**src/rtl/mvm_pkg.sv**
```systemverilog
// rtl/mvm_pkg.sv - shared state encoding, hex digit constants and accumulator width rule
package mvm_pkg;

    typedef enum logic [2:0] {
        ST_IDLE      = 3'd0,
        ST_CLR       = 3'd1,
        ST_REQ       = 3'd2,
        ST_WAIT_DATA = 3'd3,
        ST_WAIT_MAC  = 3'd4,
        ST_DONE      = 3'd5,
        ST_ERR       = 3'd6
    } state_e;

    localparam logic [3:0] HEX_0 = 4'h0, HEX_1 = 4'h1, HEX_2 = 4'h2, HEX_3 = 4'h3;
    localparam logic [3:0] HEX_4 = 4'h4, HEX_5 = 4'h5, HEX_6 = 4'h6, HEX_7 = 4'h7;
    localparam logic [3:0] HEX_8 = 4'h8, HEX_9 = 4'h9, HEX_A = 4'hA, HEX_B = 4'hB;
    localparam logic [3:0] HEX_C = 4'hC, HEX_D = 4'hD, HEX_E = 4'hE, HEX_F = 4'hF;

    // Products are 2*DW wide; the extra DW bits give headroom for the row sum.
    function automatic int acc_width(input int data_width);
        return 3 * data_width;
    endfunction

endpackage

```
**src/rtl/timeout_ctr.sv**
```systemverilog
// rtl/timeout_ctr.sv - idle-cycle counter that flags the LIMIT-th enabled cycle since the last clear
module timeout_ctr #(
    parameter int LIMIT = 255
) (
    input  logic clk,
    input  logic rst,
    input  logic clear,
    input  logic enable,
    output logic expired
);

    localparam int CW = $clog2(LIMIT + 1);

    logic [CW-1:0] cnt_q, cnt_d;

    assign expired = enable && (cnt_q == CW'(LIMIT - 1));

    always_comb begin
        cnt_d = cnt_q;
        if (clear) begin
            cnt_d = '0;
        end else if (enable && !expired) begin
            cnt_d = cnt_q + 1'b1;
        end
    end

    always_ff @(posedge clk) begin
        if (rst) begin
            cnt_q <= '0;
        end else begin
            cnt_q <= cnt_d;
        end
    end

endmodule

```
**src/rtl/mat_vec_loader.sv**
```systemverilog
// rtl/mat_vec_loader.sv - fetches ROWS matrix rows plus one vector word over Avalon-MM, then captures MAC results
module mat_vec_loader
    import mvm_pkg::*;
#(
    parameter int  DATA_WIDTH = 8,
    parameter int  ROWS       = 8,
    parameter int  COLS       = 8,
    parameter int  ADDR_WIDTH = 32,
    parameter int  TIMEOUT    = 255,
    localparam int W          = COLS * DATA_WIDTH,
    localparam int ACC_WIDTH  = acc_width(DATA_WIDTH),
    localparam int SEL_WIDTH  = (ROWS > 1) ? $clog2(ROWS) : 1
) (
    input  logic                      clk,
    input  logic                      rst,
    input  logic                      start,
    input  logic [ADDR_WIDTH-1:0]     base_addr,
    output logic [ADDR_WIDTH-1:0]     avm_address,
    output logic                      avm_read,
    input  logic [W-1:0]              avm_readdata,
    input  logic                      avm_readdatavalid,
    input  logic                      avm_waitrequest,
    output logic                      mac_clr,
    output logic                      a_wren,
    output logic                      b_wren,
    output logic [W-1:0]              row_data,
    input  logic                      mac_done,
    input  logic [ROWS*ACC_WIDTH-1:0] mac_out,
    input  logic [SEL_WIDTH-1:0]      res_sel,
    output logic [ACC_WIDTH-1:0]      res_data,
    output logic                      busy,
    output logic                      done,
    output logic                      err
);

    localparam int              IDX_W    = $clog2(ROWS + 2);
    localparam logic [IDX_W-1:0] LAST_IDX = IDX_W'(ROWS);

    state_e                  state_q, state_d;
    logic [IDX_W-1:0]        idx_q;
    logic [ADDR_WIDTH-1:0]   addr_q;
    logic [W-1:0]            row_q;
    logic                    a_wren_q, b_wren_q;
    logic [ACC_WIDTH-1:0]    res_q [ROWS];
    logic                    start_ok, data_ok, tmo_en, tmo_clear, tmo_expired;

    assign start_ok = start && (state_q == ST_IDLE || state_q == ST_DONE || state_q == ST_ERR);
    assign data_ok  = (state_q == ST_WAIT_DATA) && avm_readdatavalid;
    assign tmo_en   = (state_q == ST_WAIT_DATA) || (state_q == ST_WAIT_MAC);
    // Any state change restarts the idle count, so each wait gets a fresh budget.
    assign tmo_clear = (state_d != state_q);

    timeout_ctr #(.LIMIT(TIMEOUT)) u_timeout (
        .clk     (clk),
        .rst     (rst),
        .clear   (tmo_clear),
        .enable  (tmo_en),
        .expired (tmo_expired)
    );

    always_comb begin
        state_d = state_q;
        case (state_q)
            ST_IDLE, ST_DONE, ST_ERR: if (start) state_d = ST_CLR;
            ST_CLR:                   state_d = ST_REQ;
            ST_REQ:                   if (!avm_waitrequest) state_d = ST_WAIT_DATA;
            ST_WAIT_DATA: begin
                if (avm_readdatavalid) begin
                    state_d = (idx_q == LAST_IDX) ? ST_WAIT_MAC : ST_REQ;
                end else if (tmo_expired) begin
                    state_d = ST_ERR;
                end
            end
            ST_WAIT_MAC: begin
                if (mac_done) begin
                    state_d = ST_DONE;
                end else if (tmo_expired) begin
                    state_d = ST_ERR;
                end
            end
            default:                  state_d = ST_IDLE;
        endcase
    end

    always_ff @(posedge clk) begin
        if (rst) begin
            state_q  <= ST_IDLE;
            idx_q    <= '0;
            addr_q   <= '0;
            row_q    <= '0;
            a_wren_q <= 1'b0;
            b_wren_q <= 1'b0;
        end else begin
            state_q  <= state_d;
            a_wren_q <= data_ok && (idx_q < LAST_IDX);
            b_wren_q <= data_ok && (idx_q == LAST_IDX);
            if (start_ok) begin
                idx_q  <= '0;
                addr_q <= base_addr;
            end else if (data_ok) begin
                idx_q  <= idx_q + 1'b1;
                addr_q <= addr_q + 1'b1;
                row_q  <= avm_readdata;
            end
        end
    end

    always_ff @(posedge clk) begin
        for (int r = 0; r < ROWS; r++) begin
            if (rst || start_ok) begin
                res_q[r] <= '0;
            end else if (state_q == ST_WAIT_MAC && mac_done) begin
                res_q[r] <= mac_out[r*ACC_WIDTH +: ACC_WIDTH];
            end
        end
    end

    assign avm_read    = (state_q == ST_REQ);
    assign avm_address = addr_q;
    assign mac_clr     = (state_q == ST_CLR);
    assign a_wren      = a_wren_q;
    assign b_wren      = b_wren_q;
    assign row_data    = row_q;
    assign res_data    = res_q[res_sel];
    assign busy        = (state_q == ST_CLR) || (state_q == ST_REQ) || tmo_en;
    assign done        = (state_q == ST_DONE);
    assign err         = (state_q == ST_ERR);

endmodule

```
**config.mk**
```make
export PLATFORM = sky130hd
export DESIGN_NAME = mat_vec_loader
export DESIGN_NICKNAME = d
export VERILOG_FILES = /design/src/rtl/mvm_pkg.sv /design/src/rtl/timeout_ctr.sv /design/src/rtl/mat_vec_loader.sv
export SDC_FILE = /design/constraint.sdc
export NUM_CORES = 1
export LEC_CHECK = 0
export BUFFER_PORTS_ARGS = -buffer_cell sky130_fd_sc_hd__buf_2
export CORE_ASPECT_RATIO = 0.9
export CORE_MARGIN = 8
export CORE_UTILIZATION = 56
export CTS_CLUSTER_DIAMETER = 120
export DETAILED_ROUTE_END_ITERATION = 8
export GPL_ROUTABILITY_DRIVEN = 0
export PLACE_DENSITY = 0.88
export SYNTH_ARGS = -nofsm -noshare
export SYNTH_HDL_FRONTEND = slang
export SYNTH_SLANG_ARGS = --single-unit
```
**constraint.sdc**
```tcl
create_clock -name clk -period 15.9 [get_ports clk]
set_input_delay 0.795 -clock clk [delete_from_list [all_inputs] [get_ports clk]]
set_output_delay 0.795 -clock clk [all_outputs]
set_load 0.03 [all_outputs]
```
==> results of run 1 <==
-- path summary, 6_finish.rpt --
kind | start | endpoint | slack, ns | cells past startpoint
setup reg to reg | state_q[1]$_SDFF_PP0_ | res_q[4][9]$_SDFFCE_PN0P_ | 12.84 | 5
setup / recovery | res_sel[0] | res_data[20] | 12.48 | 4
hold reg to reg | row_data[29]$_SDFFE_PP0P_ | row_data[29]$_SDFFE_PP0P_ | 0.45 | 2
hold / removal | row_data[29]$_SDFFE_PP0P_ | row_data[29]$_SDFFE_PP0P_ | 0.45 | 2
-- stage by stage --
| stage | cells | setup WS [ns] |
|---|---|---|
| finish | 1868 | 12.48 |
| CTS | 1865 | 12.44 |
| detailed placement | 1807 | 12.44 |
| global placement | 1807 | 12.48 |
| floorplan | 1144 | 8.16 |
| global route | 1867 | 12.36 |
-- worst register-to-register path: cells and delay by family (launching register included) --
kind                   cells  cell delay, ns
AO/OA/AOI/OAI              1            0.12
buffers and inverters      2            1.19
flip-flops                 1            0.67
AND/OR/NAND/NOR            2            0.64
-- routing by layer --
metal	up-vias	global-route usage, %	share of wire [%]
li1	4902	-	-
met1	5047	29.1	35
met2	599	44.4	49
met3	112	8.98	11
met4	22	11.1	4.3
met5	-	0	0.34
-- logic make-up (layout without fill, tap and decap cells) --
| group | after synthesis | after routing | share of synthesized area (%) |
|---|---|---|---|
| other | 0 | 3 | 0 |
| buffers and inverters | 86 | 499 | 2.79 |
| xor gates and xnor gates | 15 | 15 | 0.962 |
| and+or+nand+nor | 503 | 503 | 20.0 |
| muxes | 75 | 75 | 10.1 |
| DFF | 305 | 305 | 58.8 |
| AOI/OAI and AO/OA | 155 | 155 | 6.84 |
| adders and majority gates | 5 | 5 | 0.458 |
-- layout make-up --
cell class / count / area [sq um] / area share, %
Clock inverter: 22 / 239 / 1.41
Tap cell: 308 / 385 / 2.27
Multi-Input combinational cell: 753 / 5270 / 31.1
Inverter: 9 / 33.8 / 0.199
Antenna cell: 3 / 7.51 / 0.0443
Timing Repair Buffer: 432 / 2190 / 12.9
Clock buffer: 36 / 805 / 4.74
Sequential cell: 305 / 8030 / 47.3
-- flip-flops by register name, indices dropped and copies added, names as in the netlist --
name and flops:
b_wren 1, a_wren 1, state_q 3, row_data 64, res_q 192, avm_address 32, idx_q 4, u_timeout.cnt_q 8
-- synth_stat cells (all sizes together) (5+ instances only) --
library cell,n
nand2,165
xor2,11
o211ai,7
nor2,39
a31oi,12
nand3,25
nor3,13
a21oi,94
edfxtp,192
nand4,23
inv,9
and2,196
or4,6
mux4,48
and3,12
buf,34
mux2,25
clkbuf,43
o21ai,9
o22ai,5
a211oi,6
dfxtp,113
ha,5
-- report_power, final --
part / internal (mW) / switching (mW)
Combinational: 0.0796 / 0.116
Sequential: 0.888 / 0.0252
Clock: 0.442 / 0.303
Total: 1.41 / 0.444
-- layout by cell type, fill, tap and decap left out, types with 6 or more instances in the layout --
cell / count
xor2_1: 11
a31oi_1: 11
mux4_2: 48
nand4_1: 19
and2_1: 196
a21oi_1: 94
or4_1: 6
nand3_1: 24
buf_4: 11
clkinv_2: 6
dfxtp_1: 113
edfxtp_1: 192
nor2_1: 34
clkinv_1: 7
o21ai_0: 8
nor3_1: 13
o211ai_1: 7
clkbuf_16: 31
and3_1: 11
inv_1: 9
mux2_2: 24
buf_2: 421
nand2_1: 164
==> flow_summary_export.csv, run 1 <==
group,metric,value,unit
power,peakVddDrop,0.0000765,V
synthesis,syn_area,13700,sq um
sta,rsz0062_at_grt,"false",
clocking,insertion_delay,0.55,ns
setup_path,cp_top_family,"multiplexers",
placed_design,dp_hpwl,29000,um
clocking,cts_tree,"yes",
hold_path,hold_class,"flop to flop",
sta,setup_viol,0,
global_routing,grt_pass1_wl,59900,um
synthesis,synth_edf_count,192,
clocking,clockBufferDepth,3,
sta,fmax,0.292,GHz
synthesis,ys_ff_latch,305,
sta,maxSlewHeadroom,21.0,%
detailed_routing,drt_iter0_drc,1033,
global_routing,antenna_found_initial,15,
global_routing,grt_max_degree,108,
die,die-area,29600,sq um
layout,fin_nets,1834,
sta,tns,0,ns
sta,hold_slack,0.450,ns
die,coreArea,24100,sq um
die,ios,424,
detailed_routing,final_antenna_net_count,0,
synthesis,ys.flop_type,"edfxtp_1",
sta,final.period_utilization,21.5,%
global_routing,track_usage,25.8,%
layout,finish.instance_area,17000,sq um
status,status,"finished clean",
power,total_power,1.85,mW
setup_path,cp_slowest_stage_delay,0.71,ns
power,power_density,109,nW/um^2
detailed_routing,wire_per_inst,21.6,um
sta,report.final.slew_viol_count,0,
clocking,cts-hold-fix-buffers,0,
placed_design,place_area,15900,sq um
synthesis,ys_async_sr_fraction,0,%
clocking,cts_post_setup_buffers_inserted,0,
clocking,cts-resized-gates,0,
detailed_routing,routed_via_density,5.72,
setup_path,end_kind,"output port",
setup_path,path_buf_inv,2,
global_routing,overflow,0,
setup_path,cp_slowest_cell,"buf_4",
layout,syn2layout_area_growth,24.2,%
synthesis,ys_warn_count,0,
detailed_routing,drt-total-wl,40300,um
clocking,cts_made_buffers,31,
detailed_routing,dr.pass1.iters,6,
setup_path,crit_chain,"buf_4, mux4_2, mux2_2, buf_2",
detailed_routing,vias,10700,
sta,clock_skew,0.0128,ns
clocking,htree_levels,1,
die,fp-row-count,54,
placed_design,io_buffers,423,
power,leakagePower,7.20,nW
synthesis,yosys.area.top_type_share,42.2,%
sta,finalHoldViolations,0,
setup_path,cp_max_fo,48,
run,cap_violations,0,
synthesis,yosys-top-cells-area,"edfxtp_1 42%, dfxtp_1 17%, and2_1 9.0%",
layout,drive_gt1_share,36.8,%
detailed_routing,drcViolationCount,0,
clocking,cts_root_buf,"clkbuf_16",
setup_path,criticalPathCategory,"primary input to output port",
sta,worstMarginPinSlew,1.18,ns
synthesis,ys_seq_area_share,58.8,%
setup_path,required,15.11,ns
clocking,clkTransAtPathRegs,0.06,ns
synthesis,netlist_instances,1144,
synthesis,synth.avg_cell_area,11.9,sq um
die,start_util,56.6,%
synthesis,yosys.cell_types.count,64,
sta,period_needed,3.42,ns
layout,post-route-util,70.3,%
die,fp.dieW,181,um
layout,fill_cells,1710,
synthesis,syn-num-nets,1446,
clocking,cts_sinks,305,
setup_path,critPathArrivalTime,2.63,ns
die,die_y,164,um
global_routing,first_global_vias,10600,
synthesis,synth_top_area_cell,"edfxtp_1",
setup_path,startpoint_type,"primary input",
No activity file was read; power rests on OpenSTA's default activity.
==> run 2, diff against run 1 <==
--- a/config.mk
+++ b/config.mk
@@ -8,11 +8,11 @@
 export BUFFER_PORTS_ARGS = -buffer_cell sky130_fd_sc_hd__buf_2
 export CORE_ASPECT_RATIO = 0.9
 export CORE_MARGIN = 8
-export CORE_UTILIZATION = 56
+export CORE_UTILIZATION = 47
 export CTS_CLUSTER_DIAMETER = 120
 export DETAILED_ROUTE_END_ITERATION = 8
 export GPL_ROUTABILITY_DRIVEN = 0
-export PLACE_DENSITY = 0.88
+export PLACE_DENSITY = 0.79
 export SYNTH_ARGS = -nofsm -noshare
 export SYNTH_HDL_FRONTEND = slang
 export SYNTH_SLANG_ARGS = --single-unit
==> constraint.sdc (replaced) <==
create_clock -name clk -period 3 [get_ports clk]
set_input_delay 0.15 -clock clk [delete_from_list [all_inputs] [get_ports clk]]
set_output_delay 0.15 -clock clk [all_outputs]
set_load 0.03 [all_outputs]
==> run 2 against run 1 <==
  * Sequential cell count stayed put
  * Design area is 20% higher
  * Hold slack worse by 0.40 ns
  * Non-clock buffer count is 316 higher
  * Sequential share of layout area is 7.8 points lower
  * Setup slack worse by 12 ns
  * Critical path depth is 2 higher
  * Largest cell class unchanged
  * Die area is 17% higher
==> flow_summary_export.csv, run 2 (synthesized netlist as in run 1, its figures left out) <==
group,metric,value,unit
sta,clock_skew,0.0239,ns
placed_design,io_buffers,423,
global_routing,overflow,0,
power,power_density,516,nW/um^2
placed_design,dp.cells,1875,
setup_path,worstSetupStartpoint,"state_q[0]$_SDFF_PP0_",
clocking,cts_root_buf,"clkbuf_16",
detailed_routing,wire_per_inst,22.3,um
setup_path,startpoint_type,"flop",
status,status,"finished clean",
setup_path,end_kind,"flop",
layout,drive_gt1_share,31.3,%
layout,regMostFlops,"res_q",
setup_path,criticalPathCategory,"flop to flop",
clocking,cts_made_buffers,31,
power,peakVddDrop,0.000437,V
layout,finish.instance_area,20300,sq um
clocking,cts_sinks,305,
clocking,insertion_delay,0.57,ns
clocking,clkTransAtPathRegs,0.06,ns
sta,final.period_utilization,96.6,%
detailed_routing,drcViolationCount,0,
layout,largest_reg_flops,192,
setup_path,cp_max_fo,22,
detailed_routing,routed_via_density,5.61,
die,start_util,47.6,%
global_routing,track_usage,27.7,%
placed_design,place_area,16100,sq um
sta,finalHoldViolations,0,
layout,layout_common_cells,"421 x buf_2, 306 x dlygate4sd3_1, 196 x and2_1",
detailed_routing,drt-total-wl,50000,um
clocking,cts_post_setup_buffers_inserted,0,
power,p_switching,2.57,mW
sta,setup_viol,0,
sta,fmax,0.345,GHz
detailed_routing,final_antenna_net_count,0,
detailed_routing,drt_iter0_drc,954,
global_routing,grt_max_degree,193,
power,p_int,7.91,mW
detailed_routing,vias,12600,
layout,syn2layout_area_growth,48.7,%
setup_path,critPathArrivalTime,3.41,ns
hold_path,hold_start,"start",
global_routing,antenna_found_initial,5,
sta,worstMarginPinSlew,0.945,ns
detailed_routing,dr.pass1.iters,5,
die,coreArea,28700,sq um
clocking,htree_levels,1,
clocking,cts_tree,"yes",
run,cap_violations,0,
die,fp.dieW,196,um
hold_path,hold_class,"primary input to flop",
layout,post-route-util,70.7,%
setup_path,timing.rr.start,"state_q[0]$_SDFF_PP0_",
power,switching_share,24.5,%
setup_path,required,3.52,ns
global_routing,grt_pass1_wl,76000,um
die,ios,424,
sta,period_needed,2.90,ns
power,combPwrFrac,13.9,%
die,die_y,178,um
clocking,clockBufferDepth,3,
die,fp-row-count,59,
sta,report.final.slew_viol_count,0,
placed_design,dp_hpwl,27900,um
power,p_seq_share,46.2,%
sta,rsz0062_at_grt,"false",
global_routing,first_global_vias,13100,
layout,instances_no_fill,2245,
sta,maxSlewHeadroom,37.0,%
die,die-area,34800,sq um
layout,final_common_cell,"buf_2",
power,power_frac_clock,39.9,%
power,leakagePower,8.61,nW
layout,fin_nets,2150,
-- run 2: cell types whose count changed in the layout (fill, tap and decap cells not counted), moves of 2 or more --
cell and change:
clkbuf_8 +2, dlygate4sd3_1 +306, buf_4 +5, clkinvlp_4 -2, nand2b_2 +2, clkbuf_1 +4, clkinv_1 -5, buf_12 +5
nand2b_1 -2, diode_2 +3
-- run 2: power by group through the flow --
stage	clock (mW)	combinational (mW)	sequential, mW
after floorplan	0	0.555	4.96
after global placement	0	1.06	4.89
after detailed placement	0	1.07	4.91
after CTS	4.18	1.40	4.82
after global routing	4.38	1.53	4.86
final	4.18	1.45	4.85
-- run 2: final cells by class --
type	count	area [sq um]
diodes	6	15.0
clock buffers	42	847
clock inverters	16	243
fillers	1762	8420
inverters	9	33.8
multi-input cells	753	5280
flip-flops and latches	305	8030
well taps	366	458
repair buffers	748	5390
-- run 2: metrics by stage --
| stage | setup slack, ns | power, mW | setup TNS (ns) | hold slack, ns |
|---|---|---|---|---|
| after floorplan | -0.188 | 5.52 | -36.10 | 0.286 |
| after global placement | 0.798 | 5.95 | 0 | 0.389 |
| after detailed placement | 0.727 | 5.98 | 0 | 0.396 |
| after CTS | 0.285 | 10.4 | 0 | 0.0177 |
| after global routing | 0.0122 | 10.8 | 0 | 0.0748 |
| final | 0.103 | 10.5 | 0 | 0.0497 |
-- run 2: metal layers --
layer,wire length [um],GRT usage (%),vias to the layer above
li1,-,-,5532
met1,18000,32.4,5994
met2,24900,48.5,898
met3,5000,6.96,166
met4,2100,11.3,4
met5,23,0,-
-- run 2: worst max-delay path, stage by stage, from the launching register on --
cell,delay (ns)
dfxtp_1,0.68
nand4b_4,0.41
nor2_4,0.35
nand4_2,0.24
or3_1,0.37
a31oi_1,0.20
dlygate4sd3_1,0.58
-- run 2: final timing paths --
path / end / slack (ns) / depth (start not counted)
setup reg to reg: avm_address[27]$_SDFFE_PP0P_ / 0.10 / 6
setup / recovery: avm_address[27]$_SDFFE_PP0P_ / 0.10 / 6
hold reg to reg: row_data[57]$_SDFFE_PP0P_ / 0.45 / 2
hold / removal: state_q[2]$_SDFF_PP0_ / 0.05 / 4
-- run 2: repair_timing --
| item | CTS | global route |
|---|---|---|
| hold buffers | 306 | 0 |
| hold endpoints to repair | 291 | 0 |
| resized for setup | 0 | 0 |
